## config.mk

```make
export PLATFORM = sky130hd
export DESIGN_NAME = hazard_stall_controller
export DESIGN_NICKNAME = d
export VERILOG_FILES = /design/src/rtl/processor_pkg.sv /design/src/rtl/load_use_detect.sv /design/src/rtl/hazard_stall_controller.sv
export SDC_FILE = /design/constraint.sdc
export NUM_CORES = 1
export LEC_CHECK = 0
export CAP_MARGIN = 20
export CORE_MARGIN = 5
export CORE_UTILIZATION = 38
export CTS_CLUSTER_DIAMETER = 40
export DETAILED_ROUTE_END_ITERATION = 7
export GPL_TIMING_DRIVEN = 0
export PLACE_DENSITY = 0.75
export SKIP_CTS_REPAIR_TIMING = 1
export SYNTH_ARGS = -nofsm -noshare
export SYNTH_HDL_FRONTEND = slang
export SYNTH_SLANG_ARGS = --single-unit
```

## constraint.sdc

```tcl
create_clock -name clk -period 1.5 [get_ports clk]
set_input_delay 0.225 -clock clk [delete_from_list [all_inputs] [get_ports clk]]
set_output_delay 0.225 -clock clk [all_outputs]
set_load 0.05 [all_outputs]
```

## src/rtl/processor_pkg.sv

```systemverilog
// rtl/processor_pkg.sv - shared pipeline types for the hazard/stall controller
package processor_pkg;

  typedef enum logic [1:0] {
    ST_RUN         = 2'd0,
    ST_POST_BUBBLE = 2'd1,
    ST_FLUSH       = 2'd2
  } hsc_state_e;

  localparam int REG_W_DEFAULT = 4;

  // addi x0,x0,0 -- the word a squashed ID/EX slot represents
  localparam logic [31:0] NOP_INSTR = 32'h0000_0013;

endpackage

```

## src/rtl/load_use_detect.sv

```systemverilog
// rtl/load_use_detect.sv - combinational load-use hazard comparator
module load_use_detect #(
  parameter int REG_W = 4
) (
  input  logic             ex_mem_read,
  input  logic [REG_W-1:0] ex_rd,
  input  logic [REG_W-1:0] id_src,
  input  logic [REG_W-1:0] id_dst,
  input  logic             id_uses_src,
  input  logic             id_uses_dst,
  output logic             hz
);

  assign hz = ex_mem_read &
              ((id_uses_src & (id_src == ex_rd)) | (id_uses_dst & (id_dst == ex_rd)));

endmodule

```

## src/rtl/hazard_stall_controller.sv

```systemverilog
// rtl/hazard_stall_controller.sv - load-use stall, branch flush and memory freeze control
// Defining HSC_PERF_CNT_EN builds the stall_cnt performance counter.
module hazard_stall_controller
  import processor_pkg::*;
#(
  parameter int FLUSH_CYCLES = 2,
  parameter int MEM_TIMEOUT  = 255,
  parameter int REG_W        = REG_W_DEFAULT
) (
  input  logic             clk,
  input  logic             rst_n,
  input  logic [REG_W-1:0] id_src,
  input  logic [REG_W-1:0] id_dst,
  input  logic             id_uses_src,
  input  logic             id_uses_dst,
  input  logic             ex_mem_read,
  input  logic [REG_W-1:0] ex_rd,
  input  logic             ex_branch_taken,
  input  logic             mem_busy,
  output logic             pc_write_en,
  output logic             ifid_write_en,
  output logic             idex_bubble,
  output logic             ifid_flush,
  output logic             idex_flush,
  output logic             after_bubble,
  output logic             mem_timeout,
  output logic [15:0]      stall_cnt
);

  localparam logic [1:0] FLUSH_INIT = 2'(FLUSH_CYCLES - 1);
  localparam logic [7:0] TO_LIMIT   = 8'(MEM_TIMEOUT);

  hsc_state_e state_q, state_d;
  logic [1:0] flush_cnt_q, flush_cnt_d;
  logic [7:0] to_cnt_q, to_cnt_d;
  logic       mem_timeout_q, mem_timeout_d;
  logic       hz;

  load_use_detect #(.REG_W(REG_W)) u_load_use_detect (
    .ex_mem_read (ex_mem_read),
    .ex_rd       (ex_rd),
    .id_src      (id_src),
    .id_dst      (id_dst),
    .id_uses_src (id_uses_src),
    .id_uses_dst (id_uses_dst),
    .hz          (hz)
  );

  always_comb begin
    state_d       = state_q;
    flush_cnt_d   = flush_cnt_q;
    pc_write_en   = 1'b1;
    ifid_write_en = 1'b1;
    idex_bubble   = 1'b0;
    ifid_flush    = 1'b0;
    idex_flush    = 1'b0;
    after_bubble  = (state_q == ST_POST_BUBBLE);

    if (mem_busy) begin
      pc_write_en   = 1'b0;
      ifid_write_en = 1'b0;
    end else begin
      case (state_q)
        ST_RUN, ST_POST_BUBBLE: begin
          if (ex_branch_taken) begin
            ifid_flush  = 1'b1;
            idex_flush  = 1'b1;
            flush_cnt_d = FLUSH_INIT;
            state_d     = (FLUSH_CYCLES == 1) ? ST_RUN : ST_FLUSH;
          end else if (hz && state_q == ST_RUN) begin
            pc_write_en   = 1'b0;
            ifid_write_en = 1'b0;
            idex_bubble   = 1'b1;
            state_d       = ST_POST_BUBBLE;
          end else begin
            state_d = ST_RUN;
          end
        end
        ST_FLUSH: begin
          ifid_flush  = 1'b1;
          flush_cnt_d = flush_cnt_q - 2'd1;
          if (flush_cnt_q == 2'd1) state_d = ST_RUN;
        end
        default: state_d = ST_RUN;
      endcase
    end

    // Reset must look like an idle RUN cycle regardless of pending inputs
    if (!rst_n) begin
      pc_write_en   = 1'b1;
      ifid_write_en = 1'b1;
      idex_bubble   = 1'b0;
      ifid_flush    = 1'b0;
      idex_flush    = 1'b0;
      after_bubble  = 1'b0;
    end
  end

  always_comb begin
    to_cnt_d = 8'd0;
    if (mem_busy) to_cnt_d = (to_cnt_q == 8'hFF) ? to_cnt_q : to_cnt_q + 8'd1;
    mem_timeout_d = mem_timeout_q | (mem_busy & (to_cnt_d == TO_LIMIT));
  end

  always_ff @(posedge clk or negedge rst_n) begin
    if (!rst_n) begin
      state_q       <= ST_RUN;
      flush_cnt_q   <= 2'd0;
      to_cnt_q      <= 8'd0;
      mem_timeout_q <= 1'b0;
    end else begin
      state_q       <= state_d;
      flush_cnt_q   <= flush_cnt_d;
      to_cnt_q      <= to_cnt_d;
      mem_timeout_q <= mem_timeout_d;
    end
  end

  assign mem_timeout = mem_timeout_q;

`ifdef HSC_PERF_CNT_EN
  logic [15:0] stall_cnt_q, stall_cnt_d;

  always_comb begin
    stall_cnt_d = stall_cnt_q;
    if (!pc_write_en && stall_cnt_q != 16'hFFFF) stall_cnt_d = stall_cnt_q + 16'd1;
  end

  always_ff @(posedge clk or negedge rst_n) begin
    if (!rst_n) stall_cnt_q <= 16'd0;
    else        stall_cnt_q <= stall_cnt_d;
  end

  assign stall_cnt = stall_cnt_q;
`else
  assign stall_cnt = 16'd0;
`endif

endmodule
```

==> report_table.html, run 1 <==
<table>
<tr><th>Metric</th><th>Value</th></tr>
<tr><th colspan="2">CTS</th></tr>
<tr><td>Number of clock sinks seen by CTS</td><td>13</td></tr>
<tr><td>Clock tree root buffer cell</td><td>sky130_fd_sc_hd__clkbuf_4</td></tr>
<tr><td>Worst-case clock buffer depth</td><td>2</td></tr>
<tr><td>Total CTS buffers</td><td>3</td></tr>
<tr><td>CTS tree</td><td>done</td></tr>
<tr><td>H-tree levels</td><td>1</td></tr>
<tr><td>Clock latency at the later pin of the worst-skew pair</td><td>280 ps</td></tr>
<tr><td>Clock-pin transition on the worst setup and hold timing paths</td><td>roughly 80 ps</td></tr>
<tr><th colspan="2">Placement</th></tr>
<tr><td>Pre-CTS WS</td><td>-1240 ps</td></tr>
<tr><td>HPWL Detailed</td><td>roughly 1.9 mm</td></tr>
<tr><td>Final weighted congestion in routability-driven placement</td><td>roughly 0.9</td></tr>
<tr><td>Number of port buffers</td><td>25</td></tr>
<tr><td>Placed Area</td><td>around 0.0014 mm2</td></tr>
<tr><th colspan="2">Status</th></tr>
<tr><td>Violations in the final reports</td><td>negative setup slack</td></tr>
<tr><td>Result of the run</td><td>complete, but fails checks</td></tr>
<tr><th colspan="2">Synthesis</th></tr>
<tr><td>XOR/XNOR share of the synthesized area</td><td>under 10%</td></tr>
<tr><td>Main combinational cell family by area after synthesis</td><td>simple AND/OR/NAND/NOR gates</td></tr>
<tr><td>Synth Register Bits</td><td>13</td></tr>
<tr><td>Average cell area after synthesis</td><td>8.52 um2</td></tr>
<tr><td>Gate Count Post-Synth</td><td>120</td></tr>
<tr><td>Multiplexer fraction of the synthesized cell area</td><td>2.08%</td></tr>
<tr><td>Post-synthesis instance area</td><td>between 0.001 and 0.0015 mm2</td></tr>
<tr><td>Number of library cell types mapped by synthesis</td><td>36</td></tr>
<tr><td>Share of the synthesized area in compound gates (AO/OA/AOI/OAI)</td><td>about 12%</td></tr>
<tr><td>Adder-cell area share of the yosys netlist</td><td>~2.4%</td></tr>
<tr><td>Sequential area share after synthesis</td><td>31.8%</td></tr>
<tr><td>Number of warnings reported in the yosys synthesis log</td><td>0</td></tr>
<tr><td>Fraction of the mapped netlist area in simple logic gates</td><td>a little over a quarter</td></tr>
<tr><th colspan="2">Worst setup path</th></tr>
<tr><td>Worst Setup End Kind</td><td>primary output</td></tr>
<tr><td>CP Class</td><td>reg -&gt; out</td></tr>
<tr><td>Worst Path Max Fanout</td><td>3</td></tr>
<tr><td>CP Launch Type</td><td>flip-flop</td></tr>
<tr><td>Signal arrival time at the worst endpoint</td><td>1540 ps</td></tr>
<tr><td>Slowest cell on the critical path</td><td>sky130_fd_sc_hd__dfrtp_2</td></tr>
<tr><td>Ordered cell list for the critical path</td><td>nor4b_4 -&gt; a21oi_2 -&gt; nand2b_4 -&gt; buf_6 -&gt; buf_8</td></tr>
<tr><td>Critical path required time</td><td>between 1000 and 1500 ps</td></tr>
<tr><td>Critical path buffer and inverter count</td><td>2</td></tr>
<tr><td>Maximum cell stage delay along the critical path</td><td>roughly 440 ps</td></tr>
<tr><td>Family with the most delay on the worst path</td><td>simple AND/OR/NAND/NOR gates</td></tr>
<tr><th colspan="2">Die</th></tr>
<tr><td>Core region area</td><td>around 0.0025 mm2</td></tr>
<tr><td>Standard-cell rows</td><td>18</td></tr>
<tr><td>Initial standard-cell utilization of the core</td><td>roughly two fifths</td></tr>
<tr><td>Boundary Pins</td><td>42</td></tr>
<tr><td>Die Outline Area</td><td>0.00383 mm2</td></tr>
<tr><td>Die span in y</td><td>~62 um</td></tr>
<tr><td>Die Span X</td><td>around 62 um</td></tr>
<tr><th colspan="2">STA</th></tr>
<tr><td>Slew headroom</td><td>between 50 and 60%</td></tr>
<tr><td>Worst Slack Setup Final</td><td>-269 ps</td></tr>
<tr><td>Maximum clock skew at final layout</td><td>6.99 ps</td></tr>
<tr><td>Peak Freq</td><td>0.565 GHz</td></tr>
<tr><td>RSZ-0062 raised after global routing</td><td>yes</td></tr>
<tr><td>Transition time of the tightest slew-check pin</td><td>approximately 610 ps</td></tr>
<tr><td>Final period demand of the worst path</td><td>between 1500 and 2000 ps</td></tr>
<tr><td>Final Cycle Share</td><td>118%</td></tr>
<tr><td>Fin. max-slew vios</td><td>0</td></tr>
<tr><td>Setup violation total in the final timing report</td><td>6</td></tr>
<tr><td>Final Hold Vio Count</td><td>0</td></tr>
<tr><th colspan="2">Power and ir drop</th></tr>
<tr><td>Clock network fraction of total power</td><td>approximately 18%</td></tr>
<tr><td>Switching share of power</td><td>38.7%</td></tr>
<tr><td>Relative contribution of sequential cells to total power</td><td>36.0%</td></tr>
<tr><td>Worst vdd rail ir drop</td><td>0.489 mV</td></tr>
<tr><td>Cell Pwr Density</td><td>approximately 770 mW/mm2</td></tr>
<tr><td>Leakage power</td><td>around 0.88 nW</td></tr>
<tr><td>Internal Power</td><td>between 0.7 and 0.8 mW</td></tr>
<tr><td>Switching pwr</td><td>~0.48 mW</td></tr>
<tr><td>Comb power frac</td><td>46.4%</td></tr>
<tr><th colspan="2">Finish</th></tr>
<tr><td>Commonest non-fill, non-tap cell in the layout</td><td>sky130_fd_sc_hd__buf_4</td></tr>
<tr><td>Final-layout fill cell count</td><td>roughly 220</td></tr>
<tr><td>Growth of design area from synthesis to finish</td><td>59.0%</td></tr>
<tr><td>Multi-input gate area in the final layout</td><td>701 um2</td></tr>
<tr><td>Ant. Diodes</td><td>0</td></tr>
<tr><td>Final Cell Area</td><td>around 0.0016 mm2</td></tr>
<tr><td>Combined flip-flop and latch cell area</td><td>approximately 330 um2</td></tr>
<tr><td>Commonest non-fill, non-tap cells in the layout</td><td>sky130_fd_sc_hd__buf_4 (27), sky130_fd_sc_hd__conb_1 (16), sky130_fd_sc_hd__dlymetal6s2s_1 (13)</td></tr>
<tr><td>Layout Nets</td><td>~200</td></tr>
<tr><td>Layout cells sized above 1</td><td>35.8%</td></tr>
<tr><th colspan="2">GRT</th></tr>
<tr><td>Pin count of the biggest net entering global routing</td><td>17</td></tr>
<tr><td>Global route overflow</td><td>0</td></tr>
<tr><td>Vias in the first global route</td><td>between 900 and 1000</td></tr>
<tr><td>GRT Overall Usage</td><td>13.1%</td></tr>
<tr><td>Antenna violations before repair</td><td>0</td></tr>
<tr><td>Global-route wire length before repair</td><td>between 3 and 4 mm</td></tr>
<tr><th colspan="2">Drt</th></tr>
<tr><td>Vias after detailed routing</td><td>between 900 and 1000</td></tr>
<tr><td>DRC violation count after routing</td><td>0</td></tr>
<tr><td>WL/cell</td><td>roughly 13 um</td></tr>
<tr><td>Via count normalized by instance count</td><td>around 4.7</td></tr>
<tr><td>Antenna Nets Post-Route</td><td>0</td></tr>
<tr><td>First DRT Iteration DRCs</td><td>23</td></tr>
<tr><td>1st-pass router iterations</td><td>4</td></tr>
<tr><td>DRT Wirelength</td><td>2.68 mm</td></tr>
<tr><th colspan="2">Job</th></tr>
<tr><td>Max capacitance violation total</td><td>0</td></tr>
<tr><th colspan="2">Worst hold path</th></tr>
<tr><td>Path type of the worst min-delay path</td><td>in -&gt; reg</td></tr>
</table>
-- tightest hold or removal path, cell delays in order --
cell and delay [ps]:
sky130_fd_sc_hd__dlymetal6s2s_1 190, sky130_fd_sc_hd__nand2_1 90, sky130_fd_sc_hd__nand2_1 40
-- through the flow --
step / instances / util [%] / TNS [ps] / hold slack, ps / power, mW
after global placement: 190 / 56.0 / -6740 / 555 / 0.925
after global routing: 206 / 64.4 / -1580 / 303 / 1.33
after detailed placement: 190 / 56.0 / -7270 / 578 / 0.947
final: 206 / 64.4 / -1050 / 298 / 1.25
after CTS: 194 / 57.0 / -7370 / 407 / 1.17
after floorplan: 135 / - / -82.5 / -70.6 / 0.814
-- final cells by class --
class,count,area share [%]
Sequential cell,13,20.4
Clock buffer,4,1.62
Multi-Input combinational cell,101,43.1
Buffer,18,8.31
Inverter,2,0.462
Tap cell,30,2.31
Timing Repair Buffer,38,23.8
-- cell families (layout without fill, tap and decap cells) --
| kind of cell | after synthesis | in the layout |
|---|---|---|
| flops | 13 | 13 |
| buf+inv | 21 | 62 |
| compound gates | 20 | 20 |
| fa+ha+maj | 2 | 2 |
| other cells | 1 | 16 |
| mux | 2 | 2 |
| simple gates | 50 | 50 |
| xor+xnor | 11 | 11 |
-- final timing paths --
check                                  to  slack (ps)            start  cells past startpoint
max in group asynchronous     to_cnt_q[0]         470            rst_n                      2
hold reg to reg            flush_cnt_q[0]         590   flush_cnt_q[0]                      2
hold / removal                 state_q[1]         300  ex_branch_taken                      3
setup / recovery              pc_write_en        -270       state_q[0]                      5
setup reg to reg              mem_timeout           0      to_cnt_q[1]                      6
min in group asynchronous     to_cnt_q[5]         590            rst_n                      2
-- registers in the layout, indices dropped and copies added (netlist names) --
signal       count
to_cnt_q         8
flush_cnt_q      2
state_q          2
mem_timeout      1
-- Yosys cell counts, drive strengths merged --
cell type  number  area [um2]
and3b           2        17.5
xor2            2        17.5
and2            3        18.8
o21bai          2        15.0
and3            2        13.8
nor3b           1        7.51
a21oi           8        40.0
a22o            1        8.76
mux2            1        11.3
inv             2        7.51
dfrtp          13         325
nand4           1        6.26
nor2           14        52.6
conb            1        3.75
a311oi          1        8.76
buf            17         128
o211a           1        10.0
nor3            4        31.3
o21ai           4        20.0
nand3b          1        7.51
clkbuf          2        7.51
nor2b           1        6.26
a211oi          1        7.51
nand2           9        36.3
o311a           1        11.3
xnor2           9        78.8
o22ai           1        6.26
ha              2        25.0
mux2i           1        10.0
nor4b           1        8.76
nand3           6        42.5
nand2b          5        31.3
-- layer usage --
layer	vias to the layer above	share of wire [%]	GRT usage, %
li1	497	-	-
met1	455	42	14.7
met2	24	53	25.3
met3	2	4.6	3.10
met4	0	0.60	1.82
met5	-	0	0
-- power groups by stage --
stage                     combinational (mW)  clock (mW)  sequential, mW
after floorplan                        0.381           0           0.433
after global placement                 0.487           0           0.437
after detailed placement               0.507           0           0.440
after CTS                              0.510       0.226           0.433
after global routing                   0.634       0.238           0.455
final                                  0.581       0.220           0.451
(Power assumes the default switching activity.)
==> inputs of run 2 (changes only) <==
--- a/config.mk
+++ b/config.mk
@@ -6,9 +6,8 @@
 export NUM_CORES = 1
 export LEC_CHECK = 0
 export CAP_MARGIN = 20
-export CORE_MARGIN = 5
+export CORE_MARGIN = 8
 export CORE_UTILIZATION = 38
-export CTS_CLUSTER_DIAMETER = 40
 export DETAILED_ROUTE_END_ITERATION = 7
 export GPL_TIMING_DRIVEN = 0
 export PLACE_DENSITY = 0.75
==> run 2 against run 1 <==
Effect of this change: the run still ends with negative setup slack left; register-to-register slack lost 60 ps; maximum frequency shrank 0.19%; sequential power about the same; critical path depth did not move; non-clock buffer count is 1 lower; critical endpoint unchanged; largest cell class unchanged; largest power group unchanged.
==> report_table.html, run 2 (same netlist as run 1, synthesis figures left out) <==
<table>
<tr><th>Metric</th><th>Value</th></tr>
<tr><th colspan="2">Power and ir drop</th></tr>
<tr><td>Switching share of power</td><td>38.6% (-0.12 points)</td></tr>
<tr><td>Switching pwr</td><td>0.486 mW (+0.29%)</td></tr>
<tr><td>Comb power frac</td><td>46.9% (+0.5 points)</td></tr>
<tr><td>Internal Power</td><td>0.774 mW (+0.82%)</td></tr>
<tr><td>Worst vdd rail ir drop</td><td>0.556 mV (+14%)</td></tr>
<tr><td>Relative contribution of sequential cells to total power</td><td>35.9% (about the same)</td></tr>
<tr><td>Leakage power</td><td>0.844 nW (-4.2%)</td></tr>
<tr><td>Clock network fraction of total power</td><td>17.3% (-0.3 points)</td></tr>
<tr><td>Cell Pwr Density</td><td>786 mW/mm2 (+2.0%)</td></tr>
<tr><th colspan="2">STA</th></tr>
<tr><td>Post-route worst hold slack</td><td>507 ps (+208 ps)</td></tr>
<tr><td>Transition time of the tightest slew-check pin</td><td>589 ps (-23.1 ps)</td></tr>
<tr><td>Slew headroom</td><td>60.6% (+1.5 points)</td></tr>
<tr><td>Fin. max-slew vios</td><td>0 (unchanged)</td></tr>
<tr><td>Final period demand of the worst path</td><td>1770 ps (+3.33 ps)</td></tr>
<tr><td>Worst Slack Setup Final</td><td>-272 ps (-3.33 ps)</td></tr>
<tr><td>RSZ-0062 raised after global routing</td><td>yes</td></tr>
<tr><td>Setup violation total in the final timing report</td><td>9 (+3)</td></tr>
<tr><td>Peak Freq</td><td>0.564 GHz (-0.19%)</td></tr>
<tr><td>Final Hold Vio Count</td><td>0 (unchanged)</td></tr>
<tr><td>Maximum clock skew at final layout</td><td>3.15 ps (-3.84 ps)</td></tr>
<tr><td>Final Cycle Share</td><td>118% (+0.22 points)</td></tr>
<tr><th colspan="2">Die</th></tr>
<tr><td>Standard-cell rows</td><td>19 (+1)</td></tr>
<tr><td>Initial standard-cell utilization of the core</td><td>38.4% (-2.1 points)</td></tr>
<tr><td>Boundary Pins</td><td>42 (unchanged)</td></tr>
<tr><td>Core region area</td><td>0.00266 mm2 (+5.6%)</td></tr>
<tr><td>Die Span X</td><td>67.9 um (+9.7%)</td></tr>
<tr><td>Die Outline Area</td><td>0.00461 mm2 (+20%)</td></tr>
<tr><td>Die span in y</td><td>67.9 um (+9.7%)</td></tr>
<tr><th colspan="2">Drt</th></tr>
<tr><td>First DRT Iteration DRCs</td><td>50 (+120%)</td></tr>
<tr><td>Antenna Nets Post-Route</td><td>0 (unchanged)</td></tr>
<tr><td>Via count normalized by instance count</td><td>4.67 (-1.5%)</td></tr>
<tr><td>WL/cell</td><td>13.1 um (+1.1%)</td></tr>
<tr><td>DRT Wirelength</td><td>2.71 mm (+1.1%)</td></tr>
<tr><td>1st-pass router iterations</td><td>4 (unchanged)</td></tr>
<tr><td>DRC violation count after routing</td><td>0 (unchanged)</td></tr>
<tr><td>Vias after detailed routing</td><td>963 (-1.5%)</td></tr>
<tr><th colspan="2">GRT</th></tr>
<tr><td>GRT Overall Usage</td><td>10.4% (-2.7 points)</td></tr>
<tr><td>Pin count of the biggest net entering global routing</td><td>17 (unchanged)</td></tr>
<tr><td>Global route overflow</td><td>0 (unchanged)</td></tr>
<tr><td>Vias in the first global route</td><td>888 (-2.4%)</td></tr>
<tr><td>Antenna violations before repair</td><td>0 (unchanged)</td></tr>
<tr><td>Global-route wire length before repair</td><td>3.80 mm (+1.3%)</td></tr>
<tr><th colspan="2">Worst setup path</th></tr>
<tr><td>Critical R2R Capture</td><td>mem_timeout</td></tr>
<tr><td>CP Class</td><td>reg -&gt; out</td></tr>
<tr><td>Critical path required time</td><td>1270 ps (about the same)</td></tr>
<tr><td>Worst Path Max Fanout</td><td>4 (+1)</td></tr>
<tr><td>Endpoint of the most critical setup path</td><td>pc_write_en</td></tr>
<tr><td>Worst Setup End Kind</td><td>primary output</td></tr>
<tr><td>Cell count of the worst reg-to-reg path</td><td>6 (unchanged)</td></tr>
<tr><td>Worst Setup SP</td><td>state_q[1]</td></tr>
<tr><td>R2R setup slack</td><td>-60 ps (-60 ps)</td></tr>
<tr><td>Reg2reg start</td><td>to_cnt_q[1]</td></tr>
<tr><td>CP Launch Type</td><td>flip-flop</td></tr>
<tr><td>Signal arrival time at the worst endpoint</td><td>1550 ps (about the same)</td></tr>
<tr><th colspan="2">CTS</th></tr>
<tr><td>Total CTS buffers</td><td>3 (unchanged)</td></tr>
<tr><td>Clock latency at the later pin of the worst-skew pair</td><td>280 ps (about the same)</td></tr>
<tr><td>Clock-pin transition on the worst setup and hold timing paths</td><td>80 ps (about the same)</td></tr>
<tr><td>Clock tree root buffer cell</td><td>sky130_fd_sc_hd__clkbuf_4</td></tr>
<tr><td>Worst-case clock buffer depth</td><td>2 (unchanged)</td></tr>
<tr><td>Number of clock sinks seen by CTS</td><td>13 (unchanged)</td></tr>
<tr><td>H-tree levels</td><td>1 (unchanged)</td></tr>
<tr><td>CTS tree</td><td>done</td></tr>
<tr><th colspan="2">Placement</th></tr>
<tr><td>Cells after DPL</td><td>191 (+0.53%)</td></tr>
<tr><td>Placed Area</td><td>0.00141 mm2 (about the same)</td></tr>
<tr><td>Final weighted congestion in routability-driven placement</td><td>0.925 (+4.0%)</td></tr>
<tr><td>Number of port buffers</td><td>25 (unchanged)</td></tr>
<tr><td>Pre-CTS WS</td><td>-1240 ps (+1.03 ps)</td></tr>
<tr><td>HPWL Detailed</td><td>1.99 mm (+7.3%)</td></tr>
<tr><th colspan="2">Finish</th></tr>
<tr><td>Register with the most flip-flops</td><td>to_cnt_q</td></tr>
<tr><td>Flip-flop count of the largest register, all copies and words added</td><td>8 (unchanged)</td></tr>
<tr><td>Multi-input gate area in the final layout</td><td>688 um2 (-1.8%)</td></tr>
<tr><td>Commonest non-fill, non-tap cells in the layout</td><td>sky130_fd_sc_hd__buf_4 (25), sky130_fd_sc_hd__conb_1 (16), sky130_fd_sc_hd__nor2_1 (12), sky130_fd_sc_hd__dlymetal6s2s_1 (12)</td></tr>
<tr><td>Layout Nets</td><td>197 (-0.51%)</td></tr>
<tr><td>Ant. Diodes</td><td>0 (unchanged)</td></tr>
<tr><td>Combined flip-flop and latch cell area</td><td>330 um2 (-0.38%)</td></tr>
<tr><td>Final-layout fill cell count</td><td>234 (+7.3%)</td></tr>
<tr><td>Leading registers by flop count</td><td>to_cnt_q (8), flush_cnt_q (2), state_q (2)</td></tr>
<tr><td>Growth of design area from synthesis to finish</td><td>56.8%</td></tr>
<tr><td>Commonest non-fill, non-tap cell in the layout</td><td>sky130_fd_sc_hd__buf_4</td></tr>
<tr><td>Final Cell Area</td><td>0.00160 mm2 (-1.4%)</td></tr>
<tr><td>Layout cells sized above 1</td><td>32.6% (-3.2 points)</td></tr>
<tr><td>Number of standard cells in the layout, taps in and fillers out</td><td>206 (unchanged)</td></tr>
<tr><th colspan="2">Job</th></tr>
<tr><td>Max capacitance violation total</td><td>0 (unchanged)</td></tr>
<tr><th colspan="2">Worst hold path</th></tr>
<tr><td>Path type of the worst min-delay path</td><td>in -&gt; reg</td></tr>
<tr><th colspan="2">Status</th></tr>
<tr><td>Violations in the final reports</td><td>negative setup slack</td></tr>
<tr><td>Result of the run</td><td>complete, but fails checks</td></tr>
</table>
[run 2: layer usage]
metal | vias to the layer above | routed length, um | global-route usage, %
li1 | 492 | - | -
met1 | 451 | 1040 | 10.9
met2 | 16 | 1520 | 20.1
met3 | 4 | 123 | 2.62
met4 | 0 | 27 | 2.30
met5 | - | 0 | 0
[run 2: worst max-delay path, cell delays in order, from the launching register on]
cell and delay [ps]:
sky130_fd_sc_hd__dfrtp_2 440, sky130_fd_sc_hd__nor4b_4 330, sky130_fd_sc_hd__a21oi_2 100, sky130_fd_sc_hd__nand2b_4 150, sky130_fd_sc_hd__buf_6 110, sky130_fd_sc_hd__buf_8 140
[run 2: power groups by stage]
stage / Clock (mW) / Sequential (mW) / Combinational [mW]
floorplan: 0 / 0.433 / 0.381
global placement: 0 / 0.438 / 0.488
detailed placement: 0 / 0.444 / 0.512
CTS: 0.220 / 0.437 / 0.513
global route: 0.236 / 0.457 / 0.639
finish: 0.217 / 0.452 / 0.591
[run 2: cell type report]
cell class,count,area share [%]
multi-input cells,101,42.9
repair buffers,37,23.5
flip-flops and latches,13,20.6
plain buffers,18,8.43
well taps,31,2.42
clock buffers,4,1.64
inverters,2,0.468
[run 2: through the flow]
step	total power, mW	util [%]	TNS, ps
floorplan	0.814	-	-82.5
global placement	0.925	53.1	-6650
detailed placement	0.956	53.1	-7290
CTS	1.17	54.0	-7270
global route	1.33	60.2	-1980
finish	1.26	60.2	-1160
[run 2: how the worst min path moves through the flow]
| stage | start | to | slack [ps] | depth (start not counted) |
|---|---|---|---|---|
| 3_5_place_dp | flush_cnt_q[1] | flush_cnt_q[1] | 570 | 2 |
| 4_1_cts | rst_n | to_cnt_q[7] | 400 | 1 |
| 2_1_floorplan | rst_n | flush_cnt_q[0] | -70 | 0 |
| 6_report | id_dst[0] | state_q[0] | 510 | 6 |
| 3_3_place_gp | flush_cnt_q[0] | flush_cnt_q[0] | 550 | 2 |
| 5_1_grt | id_dst[2] | state_q[0] | 570 | 6 |
